==> src/rtl/bootrom_post_pkg.sv <==
// Shared postcode type and error-class decode for the boot ROM postcode register.
package bootrom_post_pkg;

   typedef logic [31:0] postcode_t;

   localparam logic [7:0] ERR_CLASS_MIN = 8'hF0;

   function automatic logic is_err_code(input postcode_t code);
      return code[31:24] >= ERR_CLASS_MIN;
   endfunction

endpackage

==> src/rtl/bootrom_post_hist_fifo.sv <==
// Overwrite-oldest circular history of postcodes with a registered read port.
module bootrom_post_hist_fifo
   import bootrom_post_pkg::*;
#(
   parameter int DEPTH = 8
) (
   input  logic                       clk,
   input  logic                       rst,
   input  logic                       push,
   input  postcode_t                  push_data,
   input  logic                       pop,
   input  logic                       clr,
   output postcode_t                  rd_data,
   output logic [$clog2(DEPTH+1)-1:0] count,
   output logic                       empty
);

   localparam int PW = $clog2(DEPTH);
   localparam int CW = $clog2(DEPTH + 1);
   localparam logic [CW-1:0] FULL_COUNT = CW'(DEPTH);

   postcode_t     mem [DEPTH];
   logic [PW-1:0] wr_ptr;
   logic [PW-1:0] rd_ptr;
   logic [CW-1:0] count_q;
   postcode_t     rd_data_q;

   logic full;
   logic is_empty;
   logic do_pop;
   logic drop_oldest;
   logic grow;
   logic shrink;

   assign full     = (count_q == FULL_COUNT);
   assign is_empty = (count_q == '0);
   assign do_pop   = pop && !is_empty;
   // A push into a full buffer without a pop pushes the oldest entry out.
   assign drop_oldest = push && full && !do_pop;
   assign grow        = push && !full && !do_pop;
   assign shrink      = do_pop && !push;

   always_ff @(posedge clk) begin
      if (push && !clr && !rst) begin
         mem[wr_ptr] <= push_data;
      end
   end

   always_ff @(posedge clk) begin
      if (rst || clr) begin
         wr_ptr    <= '0;
         rd_ptr    <= '0;
         count_q   <= '0;
         rd_data_q <= '0;
      end else begin
         if (push) begin
            wr_ptr <= wr_ptr + PW'(1);
         end
         if (do_pop || drop_oldest) begin
            rd_ptr <= rd_ptr + PW'(1);
         end
         if (pop) begin
            rd_data_q <= do_pop ? mem[rd_ptr] : '0;
         end
         if (grow) begin
            count_q <= count_q + CW'(1);
         end else if (shrink) begin
            count_q <= count_q - CW'(1);
         end
      end
   end

   assign rd_data = rd_data_q;
   assign count   = count_q;
   assign empty   = is_empty;

endmodule

==> src/rtl/bootrom_postcode_reg.sv <==
// Boot ROM postcode producer: write port, dedup, sticky error/halt, watchdog and history.
module bootrom_postcode_reg
   import bootrom_post_pkg::*;
#(
   parameter int HIST_DEPTH     = 8,
   parameter int TIMEOUT_CYCLES = 4096,
   parameter int DEDUP          = 1
) (
   input  logic                            Clk,
   input  logic                            Reset,
   input  logic                            WrValid,
   input  logic [31:0]                     WrData,
   output logic                            WrReady,
   output logic [31:0]                     PostCode,
   output logic                            PostStrobe,
   output logic                            ErrorSticky,
   output logic                            Halt,
   output logic                            TimeoutErr,
   input  logic                            HistRdEn,
   output logic [31:0]                     HistRdData,
   output logic [$clog2(HIST_DEPTH+1)-1:0] HistCount,
   output logic                            HistEmpty,
   input  logic                            HistClr
);

   postcode_t post_code_q;
   logic      strobe_q;
   logic      err_q;

   logic accept;
   logic is_repeat;
   logic is_new;

   assign WrReady   = !err_q;
   assign accept    = WrValid && !err_q;
   // A repeat still counts as progress for the watchdog, it just isn't news.
   assign is_repeat = (DEDUP != 0) && (WrData == post_code_q);
   assign is_new    = accept && !is_repeat;

   always_ff @(posedge Clk) begin
      if (Reset) begin
         post_code_q <= '0;
         strobe_q    <= 1'b0;
         err_q       <= 1'b0;
      end else begin
         strobe_q <= is_new;
         if (accept) begin
            post_code_q <= WrData;
         end
         if (accept && is_err_code(WrData)) begin
            err_q <= 1'b1;
         end
      end
   end

   assign PostCode    = post_code_q;
   assign PostStrobe  = strobe_q;
   assign ErrorSticky = err_q;
   assign Halt        = err_q;

   generate
      if (TIMEOUT_CYCLES == 0) begin : g_no_wdog
         assign TimeoutErr = 1'b0;
      end else begin : g_wdog
         localparam int WW = (TIMEOUT_CYCLES > 1) ? $clog2(TIMEOUT_CYCLES) : 1;
         localparam logic [WW-1:0] WD_LAST = WW'(TIMEOUT_CYCLES - 1);

         logic [WW-1:0] wd_cnt;
         logic          timeout_q;

         // Counter freezes once halted or expired; an accept on the last cycle wins.
         always_ff @(posedge Clk) begin
            if (Reset) begin
               wd_cnt    <= '0;
               timeout_q <= 1'b0;
            end else if (!err_q && !timeout_q) begin
               if (accept) begin
                  wd_cnt <= '0;
               end else if (wd_cnt == WD_LAST) begin
                  timeout_q <= 1'b1;
               end else begin
                  wd_cnt <= wd_cnt + WW'(1);
               end
            end
         end

         assign TimeoutErr = timeout_q;
      end
   endgenerate

   bootrom_post_hist_fifo #(
      .DEPTH(HIST_DEPTH)
   ) u_hist (
      .clk      (Clk),
      .rst      (Reset),
      .push     (is_new),
      .push_data(WrData),
      .pop      (HistRdEn),
      .clr      (HistClr),
      .rd_data  (HistRdData),
      .count    (HistCount),
      .empty    (HistEmpty)
   );

endmodule

==> config.mk <==
export PLATFORM = sky130hd
export DESIGN_NAME = bootrom_postcode_reg
export DESIGN_NICKNAME = d
export VERILOG_FILES = /design/src/rtl/bootrom_post_pkg.sv /design/src/rtl/bootrom_post_hist_fifo.sv /design/src/rtl/bootrom_postcode_reg.sv
export SDC_FILE = /design/constraint.sdc
export NUM_CORES = 1
export LEC_CHECK = 0
export BUFFER_PORTS_ARGS = -buffer_cell sky130_fd_sc_hd__buf_2
export CAP_MARGIN = 20
export CELL_PAD_IN_SITES_DETAIL_PLACEMENT = 0
export CELL_PAD_IN_SITES_GLOBAL_PLACEMENT = 1
export CORE_ASPECT_RATIO = 1.4
export CORE_MARGIN = 1.5
export CORE_UTILIZATION = 54
export DETAILED_ROUTE_END_ITERATION = 10
export PLACE_DENSITY = 0.9
export SKIP_LAST_GASP = 1
export SLEW_MARGIN = 40
export SYNTH_ARGS = -nofsm -noshare
export SYNTH_HDL_FRONTEND = slang
export SYNTH_SLANG_ARGS = --single-unit
==> constraint.sdc <==
create_clock -name Clk -period 9.1 [get_ports Clk]
set_input_delay 1.82 -clock Clk [delete_from_list [all_inputs] [get_ports Clk]]
set_output_delay 1.82 -clock Clk [all_outputs]
set_load 0.02 [all_outputs]
==> impl_metrics.toml <==
[layout]
finalInstanceArea_sq_um = 15420
drive_above_1_share = 0.2603
num_antenna_cells = 0
n_fill_cell = 1753
num-nets-final = 1015
area_delta_synth_final_pct = 14.16

[detailed_routing]
wl_met1_mm = 10.99
met3_length_mm = 2.141
drtIter0Drc = 588
top_layer_used = "met4"
ant_nets = 0
route.met2.wl_mm = 15.35
via_per_inst = 5.873
num_vias = 7694
wl_per_cell_microns = 22.37
remaining_drc_errors = 0
totalWireLength_mm = 29.31
firstDrtPassIters = 5

[pwr]
ir_drop_mv = 0.1742
p_per_area_nw_per_um2 = 208.2
p_clk_frac = 0.390
p_comb_frac = 0.067
p_sw_frac = 0.2195
p_switching_uw = 704.9
p_seq_frac = 0.544
p_leak_nw = 5.155
p_int_mw = 2.506

[synth]
synth_area_per_cell_sq_um = 15.82
yosys-top-cells-count = "edfxtp_1, dfxtp_1, nor2_1, nand2_1, a21oi_1"
synth_fp_nets = 897
ys_async_sr_fraction = 0
synth_edf_count = 256
yosys_warnings = 0
yosysSeqAreaShare = 0.7055
synth_top_area_share = 0.5692
synth_seq_cells = 348
synth_top_flop_cell = "edfxtp_1"
synthTopCellsByArea = "edfxtp_1, dfxtp_1, mux4_2"
netlist_area_sq_um = 13510
synth_cell_types = 44
yosysMostFrequentCell = "edfxtp_1"
yosys.area.top_type = "edfxtp_1"
synthCells = 854

[global_routing]
grt_use_total = 0.2319
antenna_found_initial = 0
overflow = 0
grt_pass1_wl_mm = 44.62
grt_max_degree = 42
grt_pass1_vias = 7755

[worst_setup_path]
path_max_fanout = 18
cpPeakStageDelay_ns = 0.59
critPathRequiredTime_ns = 9.32
crit_slowest_cell = "nor2_4"
startpoint_type = "input port"
crit_type = "input port to flip-flop"
path_buf_inv = 2
critical_path.top_delay_family = "simple AND/OR/NAND/NOR gates"
end_kind = "flip-flop"
path_cells = "buf_2 -> xnor2_1 -> nand4_1 -> nor4_1 -> a21oi_1 -> nand3_1 -> nor2_4 -> buf_4"
arrival_ns = 4.17

[placement]
dpl-instance-area_sq_um = 14450
dpl.hpwl_mm = 18.29
pre_cts_ws_ns = 4.473
placement.io_buffers = 110
place_congestion = 0.7799

[timing]
fin_tns_setup_ns = 0
worst_pin_slew_ns = 0.8170
period_share = 0.4341
relSlewSlack = 0.4553
setup_ws_ns = 5.150
skew_ns = 0.01017
fmax_mhz = 253.1
setup_violations = 0
period_needed_ns = 3.950
hold_viol = 0
rsz0062_at_grt = "no"
slew_viol_final = 0

[status]
status = "completed"

[cts]
post_cts_buffers = 0
cts_max_path_buffers = 3
clk_pin_slew_worst_paths_ns = 0.07
cts_buffers = 30
hold_buffers = 0
cts_htree_levels = 1
clk_latency_ns = 0.55
cts.sinks = 348
cts_resized = 0
cts_tree = "built"
root_buffer = "clkbuf_16"

[floorplan]
die_h_microns = 190.1
pin_count = 111
die_w_microns = 136.7
rows = 68
die_area_sq_um = 25980
core_sq_um = 24590
start_util = 0.5493

[min_path]
hp-class = "flip-flop to flip-flop"

[flow_run]
drv_cap = 0
==> worst paths after layout <==
path                                        start           endpoint  cells after the start  slack, ns
worst min-delay path            u_hist.rd_data[3]  u_hist.rd_data[3]                      2       0.48
worst min register to register  u_hist.rd_data[3]  u_hist.rd_data[3]                      2       0.48
worst max register to register    u_hist.count[0]    u_hist.count[3]                     12       6.01
worst max-delay path                    WrData[5]  u_hist.mem[7][27]                      8       5.15
==> cells by family after synthesis <==
group / Yosys count / synth area share
mux: 102 / 0.1349
fa+ha+maj: 6 / 0.006114
compound gates: 91 / 0.03854
xor+xnor: 42 / 0.02724
simple gates: 214 / 0.07114
buf+inv: 51 / 0.01658
flops: 348 / 0.7055
==> routing by layer <==
metal | vias to the layer above | GRT usage
met5 | - | 0
met4 | 0 | 0.07733
met3 | 59 | 0.03197
met2 | 327 | 0.4059
met1 | 3857 | 0.2968
li1 | 3451 | -
==> layout make-up <==
type,count,area (sq um),share of cell area
Clock buffer,41,843.3,0.05469
Clock inverter,14,121.4,0.007871
Inverter,7,26.28,0.001704
Multi-Input combinational cell,455,3799,0.2463
Sequential cell,348,9535,0.6184
Tap cell,315,394.1,0.02556
Timing Repair Buffer,130,700.7,0.04544
==> tightest hold or removal path: stages (launching register included) <==
cell and delay, ns:
dfxtp_1 0.32, a21oi_1 0.06, nor2_1 0.07
==> sequential cells by signal, indices dropped and copies added, names as in the netlist, 3 cells and up, named ones only <==
name and flops:
g_wdog.wd_cnt 12, u_hist.mem 256, u_hist.rd_data 32, u_hist.count 4, PostCode 32, u_hist.wr_ptr 3
u_hist.rd_ptr 3
==> stage by stage <==
| step | power [mW] | instances | hold slack, ns | utilization |
|---|---|---|---|---|
| final | 3.211 | 1310 | 0.4834 | 0.6271 |
| after global routing | 3.301 | 1310 | 0.5142 | 0.6271 |
| after CTS | 3.227 | 1310 | 0.4882 | 0.6271 |
| after detailed placement | 1.994 | 1255 | 0.4731 | 0.5878 |
| after global placement | 1.989 | 1255 | 0.4570 | 0.5873 |
| after floorplan | 1.913 | 854 | 0.4496 | - |
==> power by group through the flow <==
stage / sequential [mW] / combinational, mW / clock (mW)
after floorplan: 1.79 / 0.125 / 0
after global placement: 1.78 / 0.208 / 0
after detailed placement: 1.78 / 0.213 / 0
after CTS: 1.75 / 0.215 / 1.27
after global routing: 1.75 / 0.233 / 1.32
final: 1.75 / 0.214 / 1.25
==> cells in the final DEF, fill, tap and decap left out, types with 3 or more instances in the layout <==
master / netlist / final
edfxtp_1: 256 / 256
mux4_2: 64 / 64
nor4_2: 3 / 4
dfxtp_1: 92 / 89
clkbuf_8: 0 / 3
xor2_1: 3 / 3
nand3_1: 5 / 5
clkbuf_1: 26 / 7
mux2i_1: 38 / 38
nand4_1: 9 / 9
clkinv_1: 0 / 6
buf_2: 2 / 110
nand2_1: 76 / 76
o21ai_1: 5 / 5
a21o_1: 3 / 3
nor3b_2: 0 / 3
inv_1: 7 / 7
or3_1: 8 / 8
buf_4: 8 / 20
a21oi_1: 73 / 73
ha_1: 5 / 5
nor3_1: 10 / 9
clkinv_2: 0 / 3
nor2_1: 83 / 82
clkbuf_16: 0 / 31
xnor2_1: 39 / 39
Power figures use the tool's default switching activity.
